<file path="src/rtl/core_pkg.sv">
// Shared constants and types for the pipelined RISC-V core front end.
package core_pkg;

  localparam int unsigned PC_W_DEF         = 8;
  localparam logic [31:0] CORE_NOP_INST    = 32'h0000_0013;  // addi x0,x0,0
  localparam logic [31:0] CORE_EBREAK_INST = 32'h0010_0073;

  typedef enum logic {
    RUN  = 1'b0,
    HALT = 1'b1
  } fetch_state_t;

endpackage

</file>
<file path="src/rtl/if_id_reg.sv">
// IF/ID pipeline register: rst > clear (bubble) > hold > load.
module if_id_reg
  import core_pkg::*;
#(
  parameter int unsigned PC_W     = PC_W_DEF,
  parameter logic [31:0] NOP_INST = CORE_NOP_INST
) (
  input  logic            clk,
  input  logic            rst,
  input  logic            en,
  input  logic            clr,
  input  logic [31:0]     in_inst,
  input  logic [PC_W-1:0] in_pc,
  input  logic [PC_W-1:0] in_pcp4,
  output logic [31:0]     id_inst,
  output logic [PC_W-1:0] id_pc,
  output logic [PC_W-1:0] id_pcp4,
  output logic            id_valid
);

  logic [31:0]     inst_q,  inst_d;
  logic [PC_W-1:0] pc_q,    pc_d;
  logic [PC_W-1:0] pcp4_q,  pcp4_d;
  logic            valid_q, valid_d;

  // NOTE: every output of this block gets a default first, so no path leaves it unassigned and no latch is inferred.
  always_comb begin
    inst_d  = inst_q;
    pc_d    = pc_q;
    pcp4_d  = pcp4_q;
    valid_d = valid_q;
    if (clr) begin
      // A bubble keeps the old PC fields; only the word and valid change.
      inst_d  = NOP_INST;
      valid_d = 1'b0;
    end else if (en) begin
      inst_d  = in_inst;
      pc_d    = in_pc;
      pcp4_d  = in_pcp4;
      valid_d = 1'b1;
    end
  end

  // NOTE: state registers use non-blocking assignments so every flop samples pre-edge values.
  always_ff @(posedge clk) begin
    if (rst) begin
      inst_q  <= NOP_INST;
      pc_q    <= '0;
      pcp4_q  <= '0;
      valid_q <= 1'b0;
    end else begin
      inst_q  <= inst_d;
      pc_q    <= pc_d;
      pcp4_q  <= pcp4_d;
      valid_q <= valid_d;
    end
  end

  assign id_inst  = inst_q;
  assign id_pc    = pc_q;
  assign id_pcp4  = pcp4_q;
  assign id_valid = valid_q;

endmodule

</file>
<file path="src/rtl/if_stage.sv">
// Instruction fetch stage: owns the PC and RUN/HALT control, feeds the IF/ID register.
module if_stage
  import core_pkg::*;
#(
  parameter int unsigned     PC_W     = PC_W_DEF,
  parameter logic [PC_W-1:0] RESET_PC = '0,
  parameter logic [31:0]     NOP_INST = CORE_NOP_INST
) (
  input  logic            clk,
  input  logic            rst,
  input  logic            stall,
  input  logic            redirect,
  input  logic [PC_W-1:0] redirect_target,
  output logic [PC_W-1:0] imem_addr,
  input  logic [31:0]     imem_rdata,
  output logic [31:0]     id_inst,
  output logic [PC_W-1:0] id_pc,
  output logic [PC_W-1:0] id_pcp4,
  output logic            id_valid,
  output logic            halted
);

  localparam logic [PC_W-1:0] PC_INC = PC_W'(4);

  logic [PC_W-1:0] pc_q, pc_d;
  fetch_state_t    state_q, state_d;
  logic [PC_W-1:0] pc_plus4;
  logic [PC_W-1:0] target_aligned;
  logic            ifid_en;
  logic            ifid_clr;
  logic            unused_tgt_lsb;

  assign pc_plus4       = pc_q + PC_INC;
  assign target_aligned = {redirect_target[PC_W-1:2], 2'b00};
  assign unused_tgt_lsb = ^redirect_target[1:0];

  always_comb begin
    pc_d     = pc_q;
    state_d  = state_q;
    ifid_en  = 1'b0;
    ifid_clr = 1'b0;
    unique case (state_q)
      RUN: begin
        if (redirect) begin
          pc_d     = target_aligned;
          ifid_clr = 1'b1;
        end else if (!stall) begin
          ifid_en = 1'b1;
          // EBREAK still goes to decode, but the PC parks on it.
          if (imem_rdata == CORE_EBREAK_INST) state_d = HALT;
          else                                pc_d    = pc_plus4;
        end
      end
      HALT: begin
        if (redirect) begin
          state_d  = RUN;
          pc_d     = target_aligned;
          ifid_clr = 1'b1;
        end else if (!stall) begin
          ifid_clr = 1'b1;
        end
      end
      default: state_d = RUN;
    endcase
  end

  always_ff @(posedge clk) begin
    if (rst) begin
      pc_q    <= RESET_PC;
      state_q <= RUN;
    end else begin
      pc_q    <= pc_d;
      state_q <= state_d;
    end
  end

  if_id_reg #(
    .PC_W     (PC_W),
    .NOP_INST (NOP_INST)
  ) u_if_id_reg (
    .clk      (clk),
    .rst      (rst),
    .en       (ifid_en),
    .clr      (ifid_clr),
    .in_inst  (imem_rdata),
    .in_pc    (pc_q),
    .in_pcp4  (pc_plus4),
    .id_inst  (id_inst),
    .id_pc    (id_pc),
    .id_pcp4  (id_pcp4),
    .id_valid (id_valid)
  );

  assign imem_addr = pc_q;
  assign halted    = (state_q == HALT);

endmodule

</file>
<file path="config.mk">
export PLATFORM = sky130hd
export DESIGN_NAME = if_stage
export DESIGN_NICKNAME = d
export VERILOG_FILES = /design/src/rtl/core_pkg.sv /design/src/rtl/if_id_reg.sv /design/src/rtl/if_stage.sv
export SDC_FILE = /design/constraint.sdc
export NUM_CORES = 1
export LEC_CHECK = 0
export ABC_AREA = 1
export CORE_AREA = 2 2 77 79
export CTS_CLUSTER_SIZE = 25
export DETAILED_ROUTE_END_ITERATION = 8
export DIE_AREA = 0 0 79 81
export GPL_TIMING_DRIVEN = 0
export HOLD_SLACK_MARGIN = 0.06
export MAX_ROUTING_LAYER = met4
export PLACE_DENSITY = 0.89
export RECOVER_POWER = 25
export SKIP_LAST_GASP = 1
export SLEW_MARGIN = 20
export SYNTH_ARGS = -nofsm -noshare
export SYNTH_HDL_FRONTEND = slang
export SYNTH_HIERARCHICAL = 1
export SYNTH_SLANG_ARGS = --single-unit
</file>
<file path="constraint.sdc">
create_clock -name clk -period 3.7 [get_ports clk]
set_input_delay 1.11 -clock clk [delete_from_list [all_inputs] [get_ports clk]]
set_output_delay 1.11 -clock clk [all_outputs]
set_load 0.01 [all_outputs]
</file>
======== After elaboration in Yosys (flattened, before gate mapping) ========
Cells that the tools add are included.
W data, S select, Z words.
cells by class
  $add $sub $neg .......................... 1
  equal/unequal tests ..................... 4
  multiplexer cells ....................... 16
  bitwise operators ....................... 2
  reductions and logical operators ........ 3
operators with widths
  cell                    count
  $eq A32 B21 Y1 const B  1
  $mux W8                 4
  $pmux W8 S2             1
  $mux W1                 9
  $add A8 B3 Y8 const B   1
  $ne A3 B3 Y1 const B    2
  $pmux W1 S2             2
  $reduce_and A3 Y1       1
  $ne A2 B2 Y1 const B    1
  $not A1 Y1              2
  $reduce_and A2 Y1       1
  $reduce_or A2 Y1        1
word-level totals
  bits in registers ....................... 58
  bits of input ports ..................... 44

======== Logic depth before layout (Yosys ltp) ========
Gate-level depths: netlist (run 1).
  depth in word-level cells ............... 5
  depth in mapped cells ................... 11
  depth with buffers taken out ............ 11

======== Modules after synthesis ========
The synthesis (run 1) kept the hierarchy.
modules (own cells, without submodules)
  module     times used  cells each  area each (um^2)  sequential area each (um^2)
  if_id_reg  1           248         1863.0            980.9
  if_stage   1           117         664.4             140.1

======== Least setup slack after synthesis (run 1) ========
Ideal clock, no wire load.
  kind .................................... input port to flip-flop
  start point ............................. in redirect
  end point ............................... reg u_if_id_reg.pc_q[0], in the netlist u_if_id_reg/id_pc[0]
  setup time .............................. 0.064 ns
  data arrival time ....................... 1.995 ns
  data required time ...................... 3.636 ns
  setup slack ............................. 1.641 ns
  stages .................................. 7
  cell sequence ........................... inv_1 > a21oi_1 > inv_2 > buf_4 > nand3_1 > nand2_1 > nor2_1
on the way
  cells in the longest elaborated chain, start to end .. 4
ends and longest elaborated chain
  item                           line                            source
  start, declared                if_stage.sv:12                  input logic redirect,
  $mux W1 (on tied branches)     if_stage.sv:55, if_stage.sv:44
  $pmux W1 S2 *                  if_stage.sv:42                  unique case (state_q)
  via ifid_clr                   if_stage.sv:30                  logic ifid_clr;
  $not A1 Y1 (no line) *         -
  $reduce_and A2 Y1 (no line) *  -
  end signal, assigned           if_id_reg.sv:53                 pc_q <= pc_d;
  end, declared                  if_id_reg.sv:22                 logic [PC_W-1:0] pc_q, pc_d;
Mark *: on every way through the listed nets, which the timed path passes. The rest lies on a longest branch.
A chain may end at the register's enable or synchronous reset.

======== Final worst setup path (run 1) ========
  start point ............................. in redirect
  end point ............................... reg u_if_id_reg.inst_q[16], in the netlist u_if_id_reg/id_inst[16]
on the way
  cells in the longest elaborated chain, start to end .. 3
ends and longest elaborated chain
  item                          line                            source
  $mux W1 (on tied branches)    if_stage.sv:55, if_stage.sv:44
  $pmux W1 S2 *                 if_stage.sv:42
  via ifid_clr                  if_stage.sv:30
  $reduce_or A2 Y1 (no line) *  -
  end signal, assigned          if_id_reg.sv:52                 inst_q <= inst_d;
  end, declared                 if_id_reg.sv:21                 logic [31:0] inst_q, inst_d;
Marked as above.

==> results.py, run 1 <==
metrics = {
    "synth": {
        "seq_area_frac_synth_pct": 44.4,
        "synth.avg_cell_area_um2": 6.92,
        "synth_cell_types": 27,
        "synth.ff_latch_count": 56,
        "synthesis.area_mm2": 0.00253,
        "yosysWarningCount": 6,
        "synthesis.instances": 365,
    },
    "power_and_ir_drop": {
        "combinational_share_of_power_pct": 18.2,
        "internal_power_mw": 1.03,
        "leakagePower_nw": 1.67,
        "power.total_mw": 1.35,
        "power_switching_share_pct": 24.1,
        "power_dissipated_by_switching_net_loads_uw": 325,
        "vdd.ir_drop.worst_mv": 0.233,
        "seqPwrFrac_pct": 48.2,
        "cellPowerDensity_mw_per_mm2": 361,
        "clockPowerShare_pct": 33.5,
    },
    "sta": {
        "timing.final.max_slew_violations": 0,
        "achievable-frequency_ghz": 0.367,
        "grt_setup_unrepaired": "false",
        "tns_ns": 0,
        "final.setup_skew_ns": 0.00930,
        "period_needed_ns": 2.72,
        "setup_viol": 0,
        "timing_hold_violations_final": 0,
        "final.period_utilization_pct": 73.6,
    },
    "setup_path": {
        "cp_slowest_cell": "sky130_fd_sc_hd__dlygate4sd3_1",
        "crit-reg2reg-capture": "u_if_id_reg/id_inst[16]",
        "timing.setup.critical_path_class": "input port to register",
        "worst_setup_path_endpoint": "u_if_id_reg/id_inst[16]",
        "cp_common_cell": "sky130_fd_sc_hd__a21oi_1",
        "worst_ep_arrival_time_ns": 2.92,
        "critical_path_required_ns": 3.89,
        "worst-r2r-cell-count": 6,
        "worst_setup_path_start_kind": "input port",
        "max_fanout_on_critical_path": 10,
        "capturing_element_type_of_the_critical_path": "register",
        "max_stage_delay_ns": 0.67,
        "crit_path_cell_trace": "dlygate4sd3_1, inv_1, a21oi_1, nor2_1, inv_2, buf_2, a21oi_1",
        "rr_startpoint": "halted",
        "timing.reg2reg.setup_slack_ns": 2.02,
        "worstSetupStartpoint": "redirect",
    },
    "placed_design": {
        "place.detailed.hpwl_mm": 5.00,
        "placement.io_buffers": 97,
        "placement.cell_area_mm2": 0.00361,
        "finalWeightedCongestion": 0.873,
    },
    "global_routing": {
        "gr-usage-met2_pct": 37.0,
        "first_global_vias": 2395,
        "maximum_number_of_pins_on_one_net_before_global_route_repair": 17,
        "met3_demand_to_capacity_share_in_global_routing_pct": 5.22,
        "antenna_found_initial": 0,
        "grt_pass1_wl_mm": 10.5,
        "grt.busiest_layer": "met2",
        "grt.overflow.total": 0,
        "grt_usage_pct": 21.1,
        "grt.met1_usage_pct": 24.2,
    },
    "finish": {
        "register_area_mm2": 0.00112,
        "area_of_the_multi_input_gates_mm2": 0.00114,
        "ratio_of_cells_with_drive_above_1_in_the_final_layout_pct": 9.28,
        "design_area_mm2": 0.00373,
        "n_fill_cell": 522,
        "num-nets-final": 519,
        "num_antenna_cells": 0,
        "syn_to_final_growth_pct": 47.8,
    },
    "clocking": {
        "htreeDepth": 2,
        "tritoncts": "yes",
        "cts_made_buffers": 5,
        "holdBufCountCts": 0,
        "post-cts-setup-buffer-count": 0,
        "clock-sinks": 56,
        "path_clk_slew_ns": 0.10,
        "cts_root_buffer": "sky130_fd_sc_hd__clkbuf_8",
        "cts.path.max_buffers": 2,
        "worstSkewPairLatency_ns": 0.30,
        "post_cts_resize_count": 0,
    },
    "route": {
        "drcViolationCount": 0,
        "num_vias": 2518,
        "dr.pass1.iters": 4,
        "wl_mm": 6.33,
        "drtIter0Drc": 112,
        "final_antenna_net_count": 0,
        "wl_per_cell_um": 11.5,
        "via_per_inst": 4.59,
    },
    "floorplanning": {
        "placement_rows": 28,
        "io_pins": 102,
        "floorplan.die_area_mm2": 0.00640,
        "dieWidth_um": 79,
        "floorplan.initialDensity_pct": 44.5,
        "die_h_um": 81,
        "core-area_mm2": 0.00568,
    },
    "outcome": {
        "run_status": "finished clean",
    },
    "job": {
        "timing.max_cap.violations": 0,
    },
    "hold_path": {
        "hold_path.class": "register to register",
    },
}
==> cells by family (layout without fill, tap and decap cells) <==
logic type      count (synthesis)  in the layout  share of synthesized area (%)
fa+ha+maj                       1              1                          0.495
compound gates                 33             33                           6.53
buf+inv                        63            167                           11.2
other cells                     1              6                          0.148
mux                             5              5                           2.03
flops                          56             56                           44.4
xor+xnor                        4              4                           1.68
simple gates                  202            202                           33.5
==> sequential cells by signal, summed over array words and instances, names as in the netlist <==
register              cells
halted                    1
u_if_id_reg/id_pcp4       8
imem_addr                 6
u_if_id_reg/id_pc         8
u_if_id_reg/id_valid      1
u_if_id_reg/id_inst      32
==> per-layer routing <==
layer	vias up	share of wire (%)
met1	1114	42
li1	1313	-
met4	0	1.1
met5	-	0
met2	83	51
met3	8	6.5
==> cell usage in the layout (no fill, tap or decap), drive strengths merged <==
cell type | netlist | layout
clkdlybuf4s50 | 0 | 71
nand3b | 1 | 1
and2 | 1 | 1
nand2 | 115 | 115
nand3 | 21 | 21
ha | 1 | 1
inv | 46 | 46
o21ai | 2 | 2
xnor2 | 2 | 2
xor2 | 2 | 2
clkbuf | 1 | 6
a21oi | 31 | 31
mux2i | 4 | 4
mux2 | 1 | 1
nor2 | 63 | 63
bufinv | 0 | 2
nor3 | 1 | 1
dfxtp | 56 | 56
conb | 1 | 6
dlygate4sd3 | 0 | 26
buf | 16 | 16
==> Yosys cell counts <==
cell	number	area share [%]
sky130_fd_sc_hd__o21ai_0	2	0.40
sky130_fd_sc_hd__buf_6	2	0.89
sky130_fd_sc_hd__dfxtp_1	56	44
sky130_fd_sc_hd__nand3_1	20	4.0
sky130_fd_sc_hd__inv_2	3	0.45
sky130_fd_sc_hd__clkbuf_1	1	0.15
sky130_fd_sc_hd__xor2_2	1	0.64
sky130_fd_sc_hd__mux2i_1	4	1.6
sky130_fd_sc_hd__nor3_1	1	0.20
sky130_fd_sc_hd__nand2_2	2	0.49
sky130_fd_sc_hd__xor2_1	1	0.35
sky130_fd_sc_hd__nor2_1	49	7.3
sky130_fd_sc_hd__conb_1	1	0.15
sky130_fd_sc_hd__and2_1	1	0.25
sky130_fd_sc_hd__inv_4	1	0.25
sky130_fd_sc_hd__nand2_1	113	17
sky130_fd_sc_hd__nor2_2	12	3.0
sky130_fd_sc_hd__mux2_2	1	0.45
sky130_fd_sc_hd__ha_1	1	0.49
sky130_fd_sc_hd__inv_1	42	6.2
sky130_fd_sc_hd__buf_4	5	1.5
sky130_fd_sc_hd__nor2_4	2	0.89
sky130_fd_sc_hd__xnor2_1	2	0.69
sky130_fd_sc_hd__nand3_2	1	0.40
sky130_fd_sc_hd__buf_2	9	1.8
sky130_fd_sc_hd__nand3b_1	1	0.30
sky130_fd_sc_hd__a21oi_1	31	6.1
==> worst min-delay path by stage <==
stage	to	cells after the start	start	slack [ns]
2_1_floorplan	u_if_id_reg/id_inst[28]	2	u_if_id_reg/id_inst[28]	0.48
3_3_place_gp	u_if_id_reg/id_inst[4]	2	u_if_id_reg/id_inst[4]	0.44
3_5_place_dp	u_if_id_reg/id_inst[4]	2	u_if_id_reg/id_inst[4]	0.44
4_1_cts	u_if_id_reg/id_inst[4]	2	u_if_id_reg/id_inst[4]	0.47
5_1_grt	u_if_id_reg/id_inst[14]	2	u_if_id_reg/id_inst[14]	0.49
6_report	u_if_id_reg/id_inst[29]	2	u_if_id_reg/id_inst[29]	0.46
==> through the flow <==
stage / hold slack [ns] / utilization [%] / instances / worst slack [ns]
floorplan: 0.483 / - / 370 / 1.64
CTS: 0.470 / 65.9 / 549 / 1.13
detailed placement: 0.443 / 63.6 / 542 / 0.809
global route: 0.488 / 65.8 / 549 / 0.861
global placement: 0.441 / 63.6 / 542 / 0.846
finish: 0.464 / 65.8 / 549 / 0.977
==> critical path, delay by kind of cell <==
family / cells / cell delay, ns
AOI/OAI and AO/OA: 2 / 0.47
buffers and inverters: 4 / 1.15
and+or+nand+nor: 1 / 0.19
==> power groups by stage <==
stage               Combinational, mW  Clock [mW]  Sequential, mW
global placement                0.246           0           0.664
floorplan                       0.112           0           0.676
finish                          0.246       0.453           0.651
detailed placement              0.251           0           0.666
CTS                             0.253       0.462           0.652
global route                    0.274       0.487           0.656
==> cell type report <==
cell class              count  share of cell area, %
multi-input cells         251                   30.4
plain buffers              17                   2.91
flip-flops and latches     56                   30.0
clock buffers               5                   1.84
clock inverters             2                   1.61
well taps                  75                   2.51
repair buffers             97                   26.0
inverters                  46                   4.69
Note: power is estimated with default switching activity, not from simulation.
==> inputs of run 2 (changes only) <==
- CORE_AREA: 2 2 77 79 -> 2 2 80 82
- DIE_AREA: 0 0 79 81 -> 0 0 82 84
- PLACE_DENSITY: 0.89 -> 0.83
- clock period: 3.7 -> 2.8 ns (I/O delays scaled with it)
==> results.py, run 2 (synthesis gave the netlist of run 1 again) <==
metrics = {
    "outcome": {
        "run_status": "finished clean",
    },
    "sta": {
        "timing_hold_violations_final": 0,
        "period_needed_ns": 2.38,
        "timing.final.max_slew_violations": 0,
        "final.setup_skew_ns": 0.0127,
        "setup_viol": 0,
        "tns_ns": 0,
        "timing.hold.ws_ns": 0.466,
        "grt_setup_unrepaired": "false",
        "setup_slack_ns": 0.418,
        "achievable-frequency_ghz": 0.420,
        "final.period_utilization_pct": 85.1,
    },
    "placed_design": {
        "finalWeightedCongestion": 0.831,
        "worst_setup_slack_before_clock_tree_synthesis_ns": 0.231,
        "placement.io_buffers": 97,
        "placement.cell_area_mm2": 0.00361,
        "post-place-cells": 544,
        "place.detailed.hpwl_mm": 4.94,
    },
    "clocking": {
        "clock-sinks": 56,
        "post_cts_resize_count": 0,
        "post-cts-setup-buffer-count": 0,
        "cts_root_buffer": "sky130_fd_sc_hd__clkbuf_8",
        "cts_made_buffers": 5,
        "path_clk_slew_ns": 0.10,
        "htreeDepth": 2,
        "cts.path.max_buffers": 2,
        "holdBufCountCts": 0,
        "tritoncts": "yes",
        "worstSkewPairLatency_ns": 0.31,
    },
    "floorplanning": {
        "floorplan.initialDensity_pct": 41.5,
        "core-area_mm2": 0.00610,
        "floorplan.die_area_mm2": 0.00689,
        "dieWidth_um": 82,
        "die_h_um": 84,
        "io_pins": 102,
        "placement_rows": 29,
    },
    "route": {
        "num_vias": 2524,
        "wl_per_cell_um": 11.5,
        "wl_mm": 6.33,
        "via_per_inst": 4.57,
        "dr.pass1.iters": 4,
        "final_antenna_net_count": 0,
        "drtIter0Drc": 56,
        "drcViolationCount": 0,
    },
    "setup_path": {
        "cp_common_cell": "sky130_fd_sc_hd__a21oi_1",
        "crit_buf_inv": 3,
        "worst_setup_path_start_kind": "input port",
        "capturing_element_type_of_the_critical_path": "register",
        "worst-r2r-cell-count": 6,
        "crit_path_cell_trace": "dlygate4sd3_1, nor2_4, a21oi_1, nor2_1, inv_2, buf_2, a21oi_1",
        "critical_path_required_ns": 3.04,
        "worst_path_dominant_cell_family": "buffers and inverters",
        "max_fanout_on_critical_path": 10,
        "max_stage_delay_ns": 0.61,
        "worstSetupStartpoint": "redirect",
        "cp_slowest_cell": "sky130_fd_sc_hd__dlygate4sd3_1",
        "cp_num_cells": 7,
        "worst_ep_arrival_time_ns": 2.62,
        "rr_startpoint": "halted",
        "timing.setup.critical_path_class": "input port to register",
    },
    "finish": {
        "largest_register_ff_count": 32,
        "ratio_of_cells_with_drive_above_1_in_the_final_layout_pct": 9.26,
        "num-nets-final": 519,
        "layout_common_cells": "114 x sky130_fd_sc_hd__nand2_1, 73 x sky130_fd_sc_hd__clkdlybuf4s50_1, 56 x sky130_fd_sc_hd__dfxtp_1",
        "design_area_mm2": 0.00370,
        "layout.cells.non_filler": 552,
        "num_antenna_cells": 0,
        "syn_to_final_growth_pct": 46.5,
        "n_fill_cell": 593,
        "final_core_utilization_pct": 60.7,
        "final_common_cell": "sky130_fd_sc_hd__nand2_1",
    },
    "power_and_ir_drop": {
        "combinational_share_of_power_pct": 19.8,
        "clockPowerShare_pct": 27.6,
        "vdd.ir_drop.worst_mv": 0.263,
        "cellPowerDensity_mw_per_mm2": 443,
        "power_switching_share_pct": 26.5,
        "seqPwrFrac_pct": 52.5,
        "power_dissipated_by_switching_net_loads_uw": 435,
        "leakagePower_nw": 1.65,
        "power.total_mw": 1.64,
        "internal_power_mw": 1.20,
    },
    "hold_path": {
        "hold_path.class": "register to register",
        "worst_hold_path.num_cells": 2,
        "hold_path.startpoint": "u_if_id_reg/id_inst[20]",
    },
    "global_routing": {
        "antenna_found_initial": 0,
        "first_global_vias": 2457,
        "grt_usage_pct": 19.9,
        "grt_pass1_wl_mm": 10.5,
        "grt.overflow.total": 0,
        "maximum_number_of_pins_on_one_net_before_global_route_repair": 17,
    },
    "job": {
        "timing.max_cap.violations": 0,
    },
}
[run 2: changes by cell type in the layout (fill, tap and decap cells not counted), sizes merged]
cell / delta
clkinvlp: +1
bufinv: -2
clkdlybuf4s50: +2
clkbuf: +2
dlygate4sd3: -2
[run 2: worst min-delay path, cell delays in order, from the launching register on]
cell and delay, ns:
sky130_fd_sc_hd__dfxtp_1 0.32, sky130_fd_sc_hd__nand2_1 0.06, sky130_fd_sc_hd__a21oi_1 0.05
[run 2: layout make-up]
class,count,area (um^2),area share (%)
Multi-Input combinational cell,251,1140,30.7
Inverter,46,175,4.73
Tap cell,77,96.3,2.60
Clock buffer,7,86.3,2.33
Sequential cell,56,1120,30.3
Clock inverter,1,7.51,0.203
Timing Repair Buffer,97,971,26.2
Buffer,17,109,2.94
[run 2: power by group through the flow]
| stage | clock (mW) | sequential (mW) | combinational [mW] |
|---|---|---|---|
| after floorplan | 0 | 0.893 | 0.147 |
| after global placement | 0 | 0.879 | 0.328 |
| after detailed placement | 0 | 0.880 | 0.332 |
| after CTS | 0.476 | 0.862 | 0.334 |
| after global routing | 0.498 | 0.866 | 0.363 |
| final | 0.453 | 0.861 | 0.325 |
[run 2: worst paths after layout]
path                             end  slack, ns
max reg2reg  u_if_id_reg/id_inst[25]       1.21
min reg2reg  u_if_id_reg/id_inst[20]       0.47
min          u_if_id_reg/id_inst[20]       0.47
max          u_if_id_reg/id_inst[27]       0.42
[run 2: per-layer routing]
| layer | global-route usage (%) | vias up | wire length [um] |
|---|---|---|---|
| li1 | - | 1310 | - |
| met5 | - | - | 0 |
| met1 | 22.0 | 1120 | 2700 |
| met3 | 6.82 | 4 | 565 |
| met4 | 5.45 | 0 | 61 |
| met2 | 33.8 | 90 | 3000 |
==> inputs of run 3 (changes only) <==
- CAP_MARGIN: default -> 20
==> results of run 3 <==
No change in the layout: final DEF, timing and power equal those of run 2.
